### src/rtl/controle_ajuste_if.sv
// Button inputs and enable/status outputs of the clock mode controller.
// The controller uses the slave modport; the driver of the buttons uses master.
interface controle_ajuste_if;
    logic       btn_mode;
    logic       btn_inc;
    logic       sec_en;
    logic       sec_clr;
    logic       min_en;
    logic       hour_en;
    logic [1:0] mode;
    logic       blink_min;
    logic       blink_hour;

    modport master (
        output btn_mode, btn_inc,
        input  sec_en, sec_clr, min_en, hour_en, mode, blink_min, blink_hour
    );

    modport slave (
        input  btn_mode, btn_inc,
        output sec_en, sec_clr, min_en, hour_en, mode, blink_min, blink_hour
    );
endinterface

### src/rtl/controle_ajuste.sv
// Mode/sequence controller for the seconds/minutes/hours counter chain: 1 Hz enable,
// RUN -> SET_MIN -> SET_HOUR setting FSM, debounced buttons, auto-repeat and blink flags.
module controle_ajuste #(
    parameter int unsigned PRESC_DIV  = 50000000,
    parameter int unsigned DEB_CYCLES = 1000000,
    parameter int unsigned REPEAT_DLY = 50000000,
    parameter int unsigned REPEAT_PER = 10000000,
    parameter int unsigned BLINK_DIV  = 25000000
) (
    input  logic             clk,
    input  logic             reset,
    controle_ajuste_if.slave bus_io
);
    localparam int unsigned PW   = $clog2(PRESC_DIV + 1);
    localparam int unsigned DW   = $clog2(DEB_CYCLES + 1);
    localparam int unsigned RMAX = (REPEAT_DLY > REPEAT_PER) ? REPEAT_DLY : REPEAT_PER;
    localparam int unsigned RW   = $clog2(RMAX + 1);
    localparam int unsigned BW   = $clog2(BLINK_DIV + 1);

    localparam logic [1:0] StRun     = 2'b00;
    localparam logic [1:0] StSetMin  = 2'b01;
    localparam logic [1:0] StSetHour = 2'b10;

    // Index 0 is the mode button, index 1 the increment button.
    logic [1:0]         sync1_q, sync2_q;
    logic [1:0]         deb_q, deb_d, deb_prev_q, press_q;
    logic [1:0][DW-1:0] deb_cnt_q, deb_cnt_d;

    logic [1:0]    state_q, state_d;
    logic [PW-1:0] presc_q, presc_d;
    logic [RW-1:0] rep_cnt_q, rep_cnt_d;
    logic          rep_act_q, rep_act_d;
    logic          rep_first_q, rep_first_d;
    logic [BW-1:0] blink_cnt_q, blink_cnt_d;
    logic          phase_q, phase_d;
    logic          min_en_q, min_en_d;
    logic          hour_en_q, hour_en_d;
    logic          sec_clr_q, sec_clr_d;

    logic mode_press, inc_press, inc_lvl, in_set, mode_chg, inc_fire, rep_hit;

    assign mode_press = press_q[0];
    assign inc_press  = press_q[1];
    assign inc_lvl    = deb_q[1];
    assign in_set     = (state_q == StSetMin) || (state_q == StSetHour);
    assign mode_chg   = (state_d != state_q);

    // A level is accepted only after DEB_CYCLES consecutive disagreeing samples.
    always_comb begin
        deb_cnt_d = deb_cnt_q;
        deb_d     = deb_q;
        for (int i = 0; i < 2; i++) begin
            if (sync2_q[i] == deb_q[i]) begin
                deb_cnt_d[i] = '0;
            end else if (deb_cnt_q[i] == DW'(DEB_CYCLES - 1)) begin
                deb_cnt_d[i] = '0;
                deb_d[i]     = sync2_q[i];
            end else begin
                deb_cnt_d[i] = deb_cnt_q[i] + DW'(1);
            end
        end
    end

    always_ff @(posedge clk or negedge reset) begin
        if (!reset) begin
            sync1_q    <= '0;
            sync2_q    <= '0;
            deb_q      <= '0;
            deb_prev_q <= '0;
            press_q    <= '0;
            deb_cnt_q  <= '0;
        end else begin
            sync1_q    <= {bus_io.btn_inc, bus_io.btn_mode};
            sync2_q    <= sync1_q;
            deb_q      <= deb_d;
            deb_prev_q <= deb_q;
            press_q    <= deb_q & ~deb_prev_q;
            deb_cnt_q  <= deb_cnt_d;
        end
    end

    assign rep_hit = rep_first_q ? (rep_cnt_q == RW'(REPEAT_DLY - 1))
                                 : (rep_cnt_q == RW'(REPEAT_PER - 1));

    always_comb begin
        state_d     = state_q;
        sec_clr_d   = 1'b0;
        presc_d     = '0;
        rep_cnt_d   = rep_cnt_q;
        rep_act_d   = rep_act_q;
        rep_first_d = rep_first_q;
        inc_fire    = 1'b0;
        blink_cnt_d = blink_cnt_q;
        phase_d     = phase_q;

        case (state_q)
            StRun: begin
                if (mode_press) state_d = StSetMin;
            end
            StSetMin: begin
                if (mode_press) state_d = StSetHour;
            end
            StSetHour: begin
                if (mode_press) begin
                    state_d   = StRun;
                    sec_clr_d = 1'b1;
                end
            end
            default: state_d = StRun;
        endcase

        // Prescaler only runs while staying in RUN, so re-entry restarts a full period.
        if (state_q == StRun && !mode_chg) begin
            presc_d = (presc_q == PW'(PRESC_DIV - 1)) ? '0 : presc_q + PW'(1);
        end

        // Mode wins over a coincident inc press and always drops any pending repeat.
        if (mode_chg || !in_set) begin
            rep_act_d = 1'b0;
            rep_cnt_d = '0;
        end else if (inc_press) begin
            inc_fire    = 1'b1;
            rep_act_d   = 1'b1;
            rep_first_d = 1'b1;
            rep_cnt_d   = '0;
        end else if (!inc_lvl) begin
            rep_act_d = 1'b0;
            rep_cnt_d = '0;
        end else if (rep_act_q) begin
            if (rep_hit) begin
                inc_fire    = 1'b1;
                rep_first_d = 1'b0;
                rep_cnt_d   = '0;
            end else begin
                rep_cnt_d = rep_cnt_q + RW'(1);
            end
        end

        if (mode_chg || state_q == StRun) begin
            blink_cnt_d = '0;
            phase_d     = 1'b0;
        end else if (blink_cnt_q == BW'(BLINK_DIV - 1)) begin
            blink_cnt_d = '0;
            phase_d     = ~phase_q;
        end else begin
            blink_cnt_d = blink_cnt_q + BW'(1);
        end

        min_en_d  = inc_fire && (state_q == StSetMin);
        hour_en_d = inc_fire && (state_q == StSetHour);
    end

    always_ff @(posedge clk or negedge reset) begin
        if (!reset) begin
            state_q     <= StRun;
            presc_q     <= '0;
            rep_cnt_q   <= '0;
            rep_act_q   <= 1'b0;
            rep_first_q <= 1'b0;
            blink_cnt_q <= '0;
            phase_q     <= 1'b0;
            min_en_q    <= 1'b0;
            hour_en_q   <= 1'b0;
            sec_clr_q   <= 1'b0;
        end else begin
            state_q     <= state_d;
            presc_q     <= presc_d;
            rep_cnt_q   <= rep_cnt_d;
            rep_act_q   <= rep_act_d;
            rep_first_q <= rep_first_d;
            blink_cnt_q <= blink_cnt_d;
            phase_q     <= phase_d;
            min_en_q    <= min_en_d;
            hour_en_q   <= hour_en_d;
            sec_clr_q   <= sec_clr_d;
        end
    end

    assign bus_io.sec_en     = (state_q == StRun) && (presc_q == PW'(PRESC_DIV - 1));
    assign bus_io.sec_clr    = sec_clr_q;
    assign bus_io.min_en     = min_en_q;
    assign bus_io.hour_en    = hour_en_q;
    assign bus_io.mode       = state_q;
    assign bus_io.blink_min  = (state_q == StSetMin) && phase_q;
    assign bus_io.blink_hour = (state_q == StSetHour) && phase_q;

endmodule

### src/flat_wrapper.sv
// flat-port wrapper written by rule: the top's interface ports become plain ports
module controle_ajuste_flat 
#(
    parameter int unsigned PRESC_DIV  = 50000000,
    parameter int unsigned DEB_CYCLES = 1000000,
    parameter int unsigned REPEAT_DLY = 50000000,
    parameter int unsigned REPEAT_PER = 10000000,
    parameter int unsigned BLINK_DIV  = 25000000
)
  (clk, reset, bus_io_btn_mode, bus_io_btn_inc, bus_io_sec_en, bus_io_sec_clr, bus_io_min_en, bus_io_hour_en, bus_io_mode, bus_io_blink_min, bus_io_blink_hour);
  controle_ajuste_if bus_io_i ();
  input  logic clk;
  input  logic reset;
  input wire logic [$bits(bus_io_i.btn_mode)-1:0] bus_io_btn_mode;
  input wire logic [$bits(bus_io_i.btn_inc)-1:0] bus_io_btn_inc;
  output wire logic [$bits(bus_io_i.sec_en)-1:0] bus_io_sec_en;
  output wire logic [$bits(bus_io_i.sec_clr)-1:0] bus_io_sec_clr;
  output wire logic [$bits(bus_io_i.min_en)-1:0] bus_io_min_en;
  output wire logic [$bits(bus_io_i.hour_en)-1:0] bus_io_hour_en;
  output wire logic [$bits(bus_io_i.mode)-1:0] bus_io_mode;
  output wire logic [$bits(bus_io_i.blink_min)-1:0] bus_io_blink_min;
  output wire logic [$bits(bus_io_i.blink_hour)-1:0] bus_io_blink_hour;
  assign bus_io_i.btn_mode = bus_io_btn_mode;
  assign bus_io_i.btn_inc = bus_io_btn_inc;
  assign bus_io_sec_en = bus_io_i.sec_en;
  assign bus_io_sec_clr = bus_io_i.sec_clr;
  assign bus_io_min_en = bus_io_i.min_en;
  assign bus_io_hour_en = bus_io_i.hour_en;
  assign bus_io_mode = bus_io_i.mode;
  assign bus_io_blink_min = bus_io_i.blink_min;
  assign bus_io_blink_hour = bus_io_i.blink_hour;
  controle_ajuste #(.PRESC_DIV(PRESC_DIV), .DEB_CYCLES(DEB_CYCLES), .REPEAT_DLY(REPEAT_DLY), .REPEAT_PER(REPEAT_PER), .BLINK_DIV(BLINK_DIV)) u_core (.clk(clk), .reset(reset), .bus_io(bus_io_i));
endmodule
### config.mk
export PLATFORM = sky130hd
export DESIGN_NAME = controle_ajuste_flat
export DESIGN_NICKNAME = d
export VERILOG_FILES = /design/src/rtl/controle_ajuste_if.sv /design/src/rtl/controle_ajuste.sv /design/src/flat_wrapper.sv
export SDC_FILE = /design/constraint.sdc
export NUM_CORES = 1
export LEC_CHECK = 0
export ABC_AREA = 1
export CELL_PAD_IN_SITES_DETAIL_PLACEMENT = 0
export CELL_PAD_IN_SITES_GLOBAL_PLACEMENT = 2
export CORE_MARGIN = 1.5
export CORE_UTILIZATION = 40
export CTS_CLUSTER_SIZE = 10
export DETAILED_ROUTE_END_ITERATION = 12
export PLACE_DENSITY_LB_ADDON = 0.12
export SYNTH_ARGS = -nofsm -noshare
export SYNTH_HDL_FRONTEND = slang
export SYNTH_SLANG_ARGS = --single-unit
### constraint.sdc
create_clock -name clk -period 3 [get_ports clk]
set_clock_uncertainty 0.05 [all_clocks]
set_input_delay 0.3 -clock clk [delete_from_list [all_inputs] [get_ports clk]]
set_output_delay 0.3 -clock clk [all_outputs]
set_load 0.01 [all_outputs]
==> impl_metrics.sql, run 1 <==
INSERT INTO impl_metrics (metric_group, metric, value, unit) VALUES
('run_status', 'run_status', 'complete, no violations', ''),
('cells_and_area', 'final_cell_mix', 'sky130_fd_sc_hd__nand2_1 (236), sky130_fd_sc_hd__nor2_1 (172), sky130_fd_sc_hd__dfrtp_1 (135), sky130_fd_sc_hd__inv_1 (121), sky130_fd_sc_hd__nand3_1 (68)', ''),
('cts', 'htreeDepth', '4', ''),
('cts', 'path_clk_slew', '0.07', 'ns'),
('place', 'cell_count_after_placement', '1252', ''),
('drt', 'detailroute.via_count', '6244', ''),
('cts', 'cts-buffers-inserted', '17', ''),
('synthesis', 'ys_seq_area_share', '44.1', '%'),
('synthesis', 'summed_instance_area_of_the_synthesized_netlist', '7660', 'µm²'),
('drt', 'drt_wirelength', '18000', 'µm'),
('timing', 'unrepaired_setup_endpoints_after_global_routing', 'false', ''),
('timing', 'fin_setup_tns', '0', 'ns'),
('drt', 'drt-pass1-iter-count', '5', ''),
('setup_path', 'worst-path-max-fanout', '4', ''),
('place', 'detailedPlacementHpwl', '13100', 'µm'),
('cells_and_area', 'layoutNonFillerInstCount', '1285', ''),
('cells_and_area', 'fin_nets', '1051', ''),
('timing', 'timing_worst_slew_pin_value', '0.557', 'ns'),
('pwr', 'power-per-cell-area', '476', 'nW/µm²'),
('hold_path', 'hold_start', 'bus_io_btn_inc', ''),
('drt', 'wl_per_cell', '14.0', 'µm'),
('cts', 'cts_setup_buffers', '0', ''),
('pwr', 'leakagePower', '3.90', 'nW'),
('synthesis', 'synth_top_cells_by_area', 'sky130_fd_sc_hd__dfrtp_1 (44%), sky130_fd_sc_hd__nand2_1 (12%), sky130_fd_sc_hd__nor2_1 (8.4%)', ''),
('floorplan', 'design.die.area', '20000', 'µm²'),
('synthesis', 'synthesis.instances', '1011', ''),
('timing', 'layout_worst_path_cycle_share', '92.9', '%'),
('grt', 'antenna_found_initial', '0', ''),
('synthesis', 'synth.distinct_cells', '41', ''),
('timing', 'relSlewSlack', '62.8', '%'),
('grt', 'grtUsageTotal', '19.5', '%'),
('pwr', 'max-vdd-ir-drop', '0.370', 'mV'),
('setup_path', 'cp_cell_sequence', 'ha_1 > nand3_1 > nor2_1 > nand2_1 > inv_1 > nand3_1 > nor2_1 > clkdlybuf4s50_1', ''),
('setup_path', 'crit_type', 'register to output pin', ''),
('synthesis', 'synth_area_leader_cell', 'sky130_fd_sc_hd__dfrtp_1', ''),
('setup_path', 'crit_path_max_incr_delay', '0.56', 'ns'),
('drt', 'viasPerCell', '4.86', ''),
('cts', 'cts_tree', 'yes', ''),
('place', 'routabilityCongestion', '0.796', ''),
('drt', 'postRouteAntennaNets', '0', ''),
('setup_path', 'worst_path_max_delay_cell', 'sky130_fd_sc_hd__clkdlybuf4s50_1', ''),
('cts', 'cts_buffer_depth', '2', ''),
('cts', 'cts_hold_repair.buffers', '1', ''),
('cells_and_area', 'area_delta_synth_final', '13.3', '%'),
('grt', 'global_route_overflow', '0', ''),
('setup_path', 'worstSetupEndpointType', 'output pin', ''),
('cts', 'ctsRootBufferMaster', 'sky130_fd_sc_hd__clkbuf_16', ''),
('grt', 'via_count_of_the_first_global_routing_pass', '6246', ''),
('synthesis', 'yosys_register_bits', '135', ''),
('timing', 'post-route-min-period', '2.79', 'ns'),
('timing', 'final.hold.worst_slack', '0.261', 'ns'),
('place', 'port_buffers', '11', ''),
('setup_path', 'critPathRequiredTime', '2.65', 'ns'),
('floorplan', 'std_cell_rows', '50', ''),
('floorplan', 'fp.dieW', '141', 'µm'),
('cts', 'post_cts_resize_count', '0', ''),
('synthesis', 'synth_warnings', '0', ''),
('cells_and_area', 'antennaDiodeCount', '0', ''),
('floorplan', 'dieHeight', '141', 'µm'),
('floorplan', 'num_io_pins', '12', ''),
('grt', 'grt_max_degree', '55', ''),
('timing', 'setup_viol_count_final', '0', ''),
('setup_path', 'critPathArrivalTime', '2.44', 'ns'),
('cts', 'worst_skew_pair.late_latency', '0.43', 'ns'),
('timing', 'report.final.hold_viol_count', '0', ''),
('synthesis', 'postSynthAreaPerCell', '7.58', 'µm²'),
('floorplan', 'initial_utilization', '40.8', '%'),
('cts', 'clock-sinks', '135', ''),
('floorplan', 'floorplan.core_area', '18800', 'µm²'),
('synthesis', 'syn-num-nets', '1024', ''),
('cells_and_area', 'layout-drive-gt1-share', '10.2', '%');
==> report_power, final <==
part	switching, mW	internal, mW
Clock	0.862	1.36
Combinational	0.0542	0.0165
Sequential	0.00629	1.83
==> kinds of logic after synthesis <==
logic type / count (synthesis) / synth area share [%]
simple gates: 635 / 38.4
xor+xnor: 49 / 5.60
fa+ha+maj: 9 / 1.47
compound gates: 43 / 3.15
flops: 135 / 44.1
buf+inv: 140 / 7.27
==> path summary, 6_finish.rpt <==
check	end	slack, ns	cells past startpoint
setup / recovery	bus_io_sec_en	0.21	8
hold / removal	u_core.sync1_q[1]$_DFF_PN0_	0.26	1
setup reg to reg	u_core.presc_q[20]$_DFF_PN0_	0.78	10
hold reg to reg	u_core.sync2_q[0]$_DFF_PN0_	0.30	0
max in group asynchronous	u_core.deb_q[1]$_DFFE_PN0P_	1.76	3
min in group asynchronous	u_core.rep_cnt_q[19]$_DFFE_PN0P_	0.34	2
==> layout make-up <==
cell class / instances / area [µm²]
clock buffers: 19 / 453
clock inverters: 13 / 169
fillers: 1910 / 10100
inverters: 131 / 492
multi-input cells: 736 / 3720
flip-flops and latches: 135 / 3380
well taps: 234 / 293
repair buffers: 17 / 171
==> sequential cells by signal, summed over array words and instances, names as in the netlist, 2 cells and up <==
signal,count
u_core.press_q,2
u_core.deb_cnt_q,40
u_core.presc_q,26
u_core.sync2_q,2
u_core.bus_io.mode,2
u_core.deb_prev_q,2
u_core.rep_cnt_q,26
u_core.sync1_q,2
u_core.deb_q,2
u_core.blink_cnt_q,25
==> through the flow <==
step / util [%] / total power, mW / setup slack, ns / cell area [µm²]
floorplan: - / 1.89 / 1.22 / 7660
global placement: 42.9 / 1.94 / 0.760 / 8050
detailed placement: 42.9 / 1.94 / 0.684 / 8050
CTS: 46.2 / 4.19 / 0.208 / 8680
global route: 46.2 / 4.28 / 0.0358 / 8680
finish: 46.2 / 4.13 / 0.214 / 8680
==> cells in the mapped netlist <==
| cell | number |
|---|---|
| sky130_fd_sc_hd__a211oi_1 | 2 |
| sky130_fd_sc_hd__a21boi_1 | 1 |
| sky130_fd_sc_hd__nor3b_1 | 9 |
| sky130_fd_sc_hd__nor2_4 | 9 |
| sky130_fd_sc_hd__nor3_2 | 5 |
| sky130_fd_sc_hd__dfrtp_1 | 135 |
| sky130_fd_sc_hd__ha_1 | 9 |
| sky130_fd_sc_hd__nand3_1 | 68 |
| sky130_fd_sc_hd__nand3_2 | 5 |
| sky130_fd_sc_hd__nand4_1 | 27 |
| sky130_fd_sc_hd__a41oi_1 | 1 |
| sky130_fd_sc_hd__or2_2 | 9 |
| sky130_fd_sc_hd__inv_2 | 8 |
| sky130_fd_sc_hd__a31o_2 | 1 |
| sky130_fd_sc_hd__nor4_1 | 7 |
| sky130_fd_sc_hd__nor2_1 | 172 |
| sky130_fd_sc_hd__buf_6 | 3 |
| sky130_fd_sc_hd__o21bai_1 | 1 |
| sky130_fd_sc_hd__nand2_4 | 2 |
| sky130_fd_sc_hd__and3_1 | 1 |
| sky130_fd_sc_hd__xor2_1 | 35 |
| sky130_fd_sc_hd__nor2_2 | 15 |
| sky130_fd_sc_hd__clkbuf_1 | 1 |
| sky130_fd_sc_hd__or2_0 | 1 |
| sky130_fd_sc_hd__a31oi_1 | 3 |
| sky130_fd_sc_hd__o21ai_0 | 10 |
| sky130_fd_sc_hd__buf_4 | 1 |
| sky130_fd_sc_hd__o31ai_1 | 2 |
| sky130_fd_sc_hd__nand3b_1 | 4 |
| sky130_fd_sc_hd__buf_2 | 4 |
| sky130_fd_sc_hd__o21ai_1 | 5 |
| sky130_fd_sc_hd__nor3_1 | 49 |
| sky130_fd_sc_hd__a21oi_1 | 17 |
| sky130_fd_sc_hd__nand2_1 | 236 |
| sky130_fd_sc_hd__xnor2_1 | 14 |
| sky130_fd_sc_hd__nand2_2 | 12 |
| sky130_fd_sc_hd__nor3_4 | 2 |
| sky130_fd_sc_hd__nand4_2 | 1 |
| sky130_fd_sc_hd__nand2b_1 | 1 |
| sky130_fd_sc_hd__clkinv_1 | 2 |
| sky130_fd_sc_hd__inv_1 | 121 |
==> routing by layer <==
layer	global-route usage, %	wire (µm)	up-vias	part of all wire (%)
met5	0	0	-	0
met4	5.43	246	0	1.4
met3	4.56	526	16	2.9
met2	29.5	7730	52	43
met1	28.1	9470	2907	53
li1	-	-	3269	-
==> worst max-delay path, delay by kind of cell (launching register included) <==
kind	cells	cell delay, ns
and+or+nand+nor	5	0.72
adders and majority gates	1	0.24
DFF	1	0.40
buffers and inverters	2	0.65
Power figures use the tool's default switching activity.
==> inputs of run 2 (changes only) <==
--- a/config.mk
+++ b/config.mk
@@ -9,7 +9,7 @@
 export CELL_PAD_IN_SITES_DETAIL_PLACEMENT = 0
 export CELL_PAD_IN_SITES_GLOBAL_PLACEMENT = 2
 export CORE_MARGIN = 1.5
-export CORE_UTILIZATION = 40
+export CORE_UTILIZATION = 34
 export CTS_CLUSTER_SIZE = 10
 export DETAILED_ROUTE_END_ITERATION = 12
 export PLACE_DENSITY_LB_ADDON = 0.12
==> constraint.sdc (replaced) <==
create_clock -name clk -period 2.4 [get_ports clk]
set_clock_uncertainty 0.05 [all_clocks]
set_input_delay 0.24 -clock clk [delete_from_list [all_inputs] [get_ports clk]]
set_output_delay 0.24 -clock clk [all_outputs]
set_load 0.01 [all_outputs]
==> run 2 against run 1 <==
  * The run now ends with design-rule violations left
  * Cell area rose by 1.4%
  * Hold slack got worse by 0.057 ns
  * Wire length rose by 4.7%
  * Clock power rose by 18%
  * Core utilization fell by 6.1 points
  * First-iteration DRC count fell by 18%
  * Largest power group unchanged
  * Highest routed layer unchanged
==> impl_metrics.sql, run 2 (synthesis results as in run 1) <==
INSERT INTO impl_metrics (metric_group, metric, value, unit) VALUES
('run_status', 'run_status', 'finished, violations left', ''),
('run_status', 'violations', 'design-rule violations', ''),
('setup_path', 'worst_setup_path_start_kind', 'register', ''),
('drt', 'wl_per_cell', '14.0', 'µm'),
('setup_path', 'crit_type', 'register to output pin', ''),
('grt', 'global_route_overflow', '0', ''),
('cts', 'cts_buffer_depth', '2', ''),
('timing', 'final.hold.worst_slack', '0.204', 'ns'),
('cts', 'cts_tree', 'yes', ''),
('setup_path', 'critPathArrivalTime', '1.93', 'ns'),
('drt', 'drt-pass1-iter-count', '9', ''),
('cells_and_area', 'layout-drive-gt1-share', '11.0', '%'),
('cts', 'ctsRootBufferMaster', 'sky130_fd_sc_hd__clkbuf_16', ''),
('drt', 'postRouteAntennaNets', '0', ''),
('pwr', 'power-per-cell-area', '571', 'nW/µm²'),
('timing', 'fin_setup_tns', '0', 'ns'),
('cells_and_area', 'reg.largest.list', 'u_core.deb_cnt_q (40), u_core.presc_q (26), u_core.rep_cnt_q (26)', ''),
('place', 'cell_count_after_placement', '1307', ''),
('floorplan', 'fp.dieW', '153', 'µm'),
('floorplan', 'std_cell_rows', '54', ''),
('cts', 'htreeDepth', '4', ''),
('cells_and_area', 'fin_nets', '1061', ''),
('place', 'dpl_cell_area', '8190', 'µm²'),
('floorplan', 'dieHeight', '153', 'µm'),
('grt', 'grt_max_degree', '51', ''),
('cts', 'path_clk_slew', '0.06', 'ns'),
('timing', 'final_number_of_max_transition_violations', '0', ''),
('cells_and_area', 'area_delta_synth_final', '15.0', '%'),
('pwr', 'max-vdd-ir-drop', '0.363', 'mV'),
('cts', 'worst_skew_pair.late_latency', '0.43', 'ns'),
('hold_path', 'worst_hold_path_stage_count', '1', ''),
('cells_and_area', 'mostFrequentLayoutCell', 'sky130_fd_sc_hd__nand2_1', ''),
('timing', 'setup_viol_count_final', '0', ''),
('floorplan', 'design.die.area', '23400', 'µm²'),
('grt', 'via_count_of_the_first_global_routing_pass', '6336', ''),
('timing', 'report.final.hold_viol_count', '0', ''),
('cts', 'cts-buffers-inserted', '17', ''),
('setup_path', 'reg2regPathDepth', '13', ''),
('drt', 'detailroute.via_count', '6234', ''),
('place', 'detailedPlacementHpwl', '14000', 'µm'),
('drt', 'detailedRoute.firstIterationViolations', '302', ''),
('pwr', 'leakagePower', '3.94', 'nW'),
('drt', 'post_route_drc', '1', ''),
('cells_and_area', 'antennaDiodeCount', '0', ''),
('cells_and_area', 'layoutNonFillerInstCount', '1339', ''),
('setup_path', 'worst-path-max-fanout', '4', ''),
('cells_and_area', 'largest_register_ff_count', '40', ''),
('timing', 'post-route-min-period', '2.22', 'ns'),
('timing', 'layout_worst_path_cycle_share', '92.6', '%'),
('place', 'routabilityCongestion', '0.830', ''),
('cells_and_area', 'registers.top_by_ff_count', 'u_core.deb_cnt_q', ''),
('setup_path', 'worstSetupEndpointType', 'output pin', ''),
('timing', 'timing_worst_slew_pin_value', '0.511', 'ns'),
('timing', 'achievable_frequency', '0.450', 'GHz'),
('floorplan', 'initial_utilization', '34.9', '%'),
('cells_and_area', 'final_cell_mix', 'sky130_fd_sc_hd__nand2_1 (236), sky130_fd_sc_hd__nor2_1 (171), sky130_fd_sc_hd__dfrtp_1 (135), sky130_fd_sc_hd__inv_1 (121), sky130_fd_sc_hd__nand3_1 (67)', ''),
('drt', 'viasPerCell', '4.66', ''),
('timing', 'relSlewSlack', '65.9', '%'),
('hold_path', 'hold_class', 'input pin to register', ''),
('grt', 'grtUsageTotal', '17.2', '%'),
('cts', 'clock-sinks', '135', ''),
('drt', 'drt_wirelength', '18800', 'µm'),
('grt', 'antenna_found_initial', '0', ''),
('place', 'port_buffers', '11', ''),
('floorplan', 'floorplan.core_area', '22000', 'µm²'),
('floorplan', 'num_io_pins', '12', ''),
('cells_and_area', 'finish.instance_area', '8800', 'µm²'),
('setup_path', 'critPathRequiredTime', '2.11', 'ns'),
('run', 'maxCapViolCount', '0', ''),
('grt', 'grt_pass1_wl', '32200', 'µm'),
('cells_and_area', 'final_core_utilization', '40.1', '%');
-- run 2: cell types whose count changed in the layout (fill, tap and decap cells not counted), moves of 2 or more --
cell,before,now
sky130_fd_sc_hd__buf_4,4,13
sky130_fd_sc_hd__clkbuf_1,0,3
sky130_fd_sc_hd__clkinv_2,2,4
sky130_fd_sc_hd__clkinvlp_4,3,1
sky130_fd_sc_hd__inv_6,3,1
-- run 2: layout make-up --
cell class,instances,area (µm²)
inverter,131,492
multi-input combinational,736,3750
sequential,135,3380
timing repair buffer,27,259
tap,280,350
clock inverter,9,126
clock buffer,21,450
fill,2268,13200
-- run 2: report_power, final --
part	switching, mW	internal (mW)
Sequential	0.00808	2.29
Combinational	0.0702	0.0248
Clock	0.987	1.65
Total	1.07	3.96
-- run 2: per-layer routing --
layer | up-vias | routed length, µm | GRT usage, %
met2 | 37 | 8700 | 28.2
met5 | - | 0 | 0
met3 | 12 | 377 | 3.29
li1 | 3287 | - | -
met4 | 0 | 150 | 4.11
met1 | 2898 | 9580 | 23.5
-- run 2: critical path, stage by stage, from the launching register on --
cell,delay [ns]
sky130_fd_sc_hd__dfrtp_1,0.41
sky130_fd_sc_hd__ha_4,0.17
sky130_fd_sc_hd__nand3_2,0.09
sky130_fd_sc_hd__nor2_1,0.15
sky130_fd_sc_hd__nand2_1,0.10
sky130_fd_sc_hd__inv_1,0.08
sky130_fd_sc_hd__nand3_1,0.12
sky130_fd_sc_hd__nor2_2,0.15
sky130_fd_sc_hd__clkdlybuf4s15_1,0.24
-- run 2: final timing paths --
kind / start / endpoint / slack, ns
max in group asynchronous: reset / u_core.rep_cnt_q[9]$_DFFE_PN0P_ / 1.42
worst min-delay path: bus_io_btn_inc / u_core.sync1_q[1]$_DFF_PN0_ / 0.20
min in group asynchronous: reset / u_core.rep_cnt_q[19]$_DFFE_PN0P_ / 0.27
worst max register to register: u_core.bus_io.mode[1]$_DFF_PN0_ / u_core.rep_cnt_q[9]$_DFFE_PN0P_ / 0.34
worst max-delay path: u_core.presc_q[0]$_DFF_PN0_ / bus_io_sec_en / 0.18
worst min register to register: u_core.sync1_q[0]$_DFF_PN0_ / u_core.sync2_q[0]$_DFF_PN0_ / 0.32
-- run 2: repair_timing --
action,CTS,global route
hold endpoints to repair,46,0
pin swaps,2,1
hold buffers,1,0
buffers inserted,0,1
gates resized for setup,4,3
endpoints found under the setup margin,1,1
-- run 2: stage by stage --
stage | setup WS, ns | power, mW
global placement | 0.214 | 2.44
finish | 0.178 | 5.02
floorplan | 0.621 | 2.36
CTS | 0.00344 | 5.12
detailed placement | 0.163 | 2.44
global route | -0.00475 | 5.22
==> RTL change (settings of run 1) <==
Make the reset (`reset`) synchronous in 2 clocked blocks.
--- a/src/rtl/controle_ajuste.sv
+++ b/src/rtl/controle_ajuste.sv
@@ -61,7 +61,7 @@
         end
     end
 
-    always_ff @(posedge clk or negedge reset) begin
+    always_ff @(posedge clk) begin
         if (!reset) begin
             sync1_q    <= '0;
             sync2_q    <= '0;
@@ -150,7 +150,7 @@
         hour_en_d = inc_fire && (state_q == StSetHour);
     end
 
-    always_ff @(posedge clk or negedge reset) begin
+    always_ff @(posedge clk) begin
         if (!reset) begin
             state_q     <= StRun;
             presc_q     <= '0;
Behaviour: same outputs for any inputs over 10 cycles, from zero or initial values and one cycle with reset low; that may be too few to reach the edited logic, so the function may still have changed.
==> RTL change against run 1 <==
Critical path type unchanged; design area fell by 9.1%; count of clock-buffer cells in the layout fell by 1; via count fell by 6.4%; sequential cell count did not move; register-to-register slack improved by 0.04 ns; area after synthesis fell by 8.7%; cell count fell by 2.6%; wire length fell by 14%; setup slack improved by 0.020 ns; highest routed layer unchanged; synthesized cell count fell by 2.0%; critical path depth did not move.
Power is not compared: it rests on default switching activity, and its combinational part moved more than twofold at a synthesized area within 25%.
==> RTL change: results (changes against run 1) <==
* DR vias at 5845 (was 6244)
* Clock Path Buffers at 2 (unchanged)
* Vias in the first global route at 5582 (was 6246)
* Synth unique cells at 42 (was 41)
* WL per Instance at 12.30 microns (was 13.98 microns)
* # fillers at 1851 (was 1910)
* Cell Area, Synth at 6993 sq um (was 7659 sq um)
* Layout cell share with drive strength beyond 1 at 9.056% (was 10.18%)
* Pre-CTS setup slack at 0.6775 ns (was 0.6839 ns)
* Met3 Resource Use GR at 4.265% (was 4.556%)
* Synth cell count leaders: nand2_1 (202), nor2_1 (186), dfxtp_1 (135) (was nand2_1 (236), nor2_1 (172), dfrtp_1 (135))
* Post-CTS Setup Repair Bufs at 0 (unchanged)
* Clock root buffer: clkbuf_16 (unchanged)
* Largest cells by area after synthesis: dfxtp_1 (39%), nand2_1 (11%), nor2_1 (10%), inv_1 (7.1%), xor2_1 (5.8%) (was dfrtp_1 (44%), nand2_1 (12%), nor2_1 (8.4%), inv_1 (5.9%), nand3_1 (4.4%))
* Mean Syn Cell Area at 7.056 sq um (was 7.575 sq um)
* GP Congestion at 0.7685 (was 0.7956)
* Sequential area share after synthesis at 38.65% (was 44.11%)
* Critical Path AT at 2.42 ns (was 2.44 ns)
* Placed wire-length estimate at 11.39 mm (was 13.08 mm)
* Global-route wire length before repair at 26.47 mm (was 31.15 mm)
* Layout Cells excl Fill at 1252 (was 1285)
* CP max-delay cell: clkdlybuf4s50_1 (unchanged)
* Met1 GRT Util at 25.01% (was 28.05%)
* HP Class: reg -> reg (was in -> reg)
* Number of diodes at 0 (unchanged)
* GRT Util Overall at 18.20% (was 19.53%)
* Top routing layer used: met4 (unchanged)
* Cells after DPL at 1220 (was 1252)
* Largest net degree at the start of global routing at 27 (was 55)
* Main synth FF type: dfxtp_1 (was dfrtp_1)
* Initial DRC Count at 244 (was 367)
* Met2 usage at 28.12% (was 29.49%)
* Status: finished clean (unchanged)
* CP max FO at 5 (was 4)
* WL met2 at 6.668 mm (was 7.728 mm)
* Metal-1 WL at 8.140 mm (was 9.466 mm)
* DR pass1 iterations at 4 (was 5)
* Inserted Clock Buffers at 17 (unchanged)
* WL met3 at 370 microns (was 526 microns)
* Clock Latency Late Sink at 0.43 ns (about the same)
* Comb pwr at 0.0000326 W
* FFs w/ async S/R, synth at 0% (was 100.0%)
* Measured slew at the worst slew-check pin at 0.5483 ns (was 0.5567 ns)
* Reg2Reg Depth at 9 (was 10)
* Nets at 1027 (was 1051)
* DP Area at 7312 sq um (was 8048 sq um)
## RTL change: cell type report
type / count / area (sq um) / share of cell area, %
multi-input cells: 713 / 3700 / 46.88
clock inverters: 14 / 141.4 / 1.791
repair buffers: 13 / 125.1 / 1.585
inverters: 134 / 503.0 / 6.373
clock buffers: 18 / 439.2 / 5.564
flip-flops and latches: 135 / 2703 / 34.24
well taps: 225 / 281.5 / 3.567
## RTL change: final timing paths
check                             to                   from  slack, ns
setup / recovery       bus_io_sec_en      u_core.presc_q[0]       0.23
hold / removal     u_core.press_q[1]   u_core.deb_prev_q[1]       0.33
setup reg to reg  u_core.presc_q[22]  u_core.bus_io.mode[0]       0.82
hold reg to reg    u_core.press_q[1]   u_core.deb_prev_q[1]       0.33
## RTL change: logic make-up after synthesis
| family | synth area share (%) |
|---|---|
| simple gates | 39.70 |
| buf+inv | 8.445 |
| flops | 38.65 |
| xor+xnor | 8.517 |
| compound gates | 2.934 |
| fa+ha+maj | 1.610 |
| mux | 0.1431 |
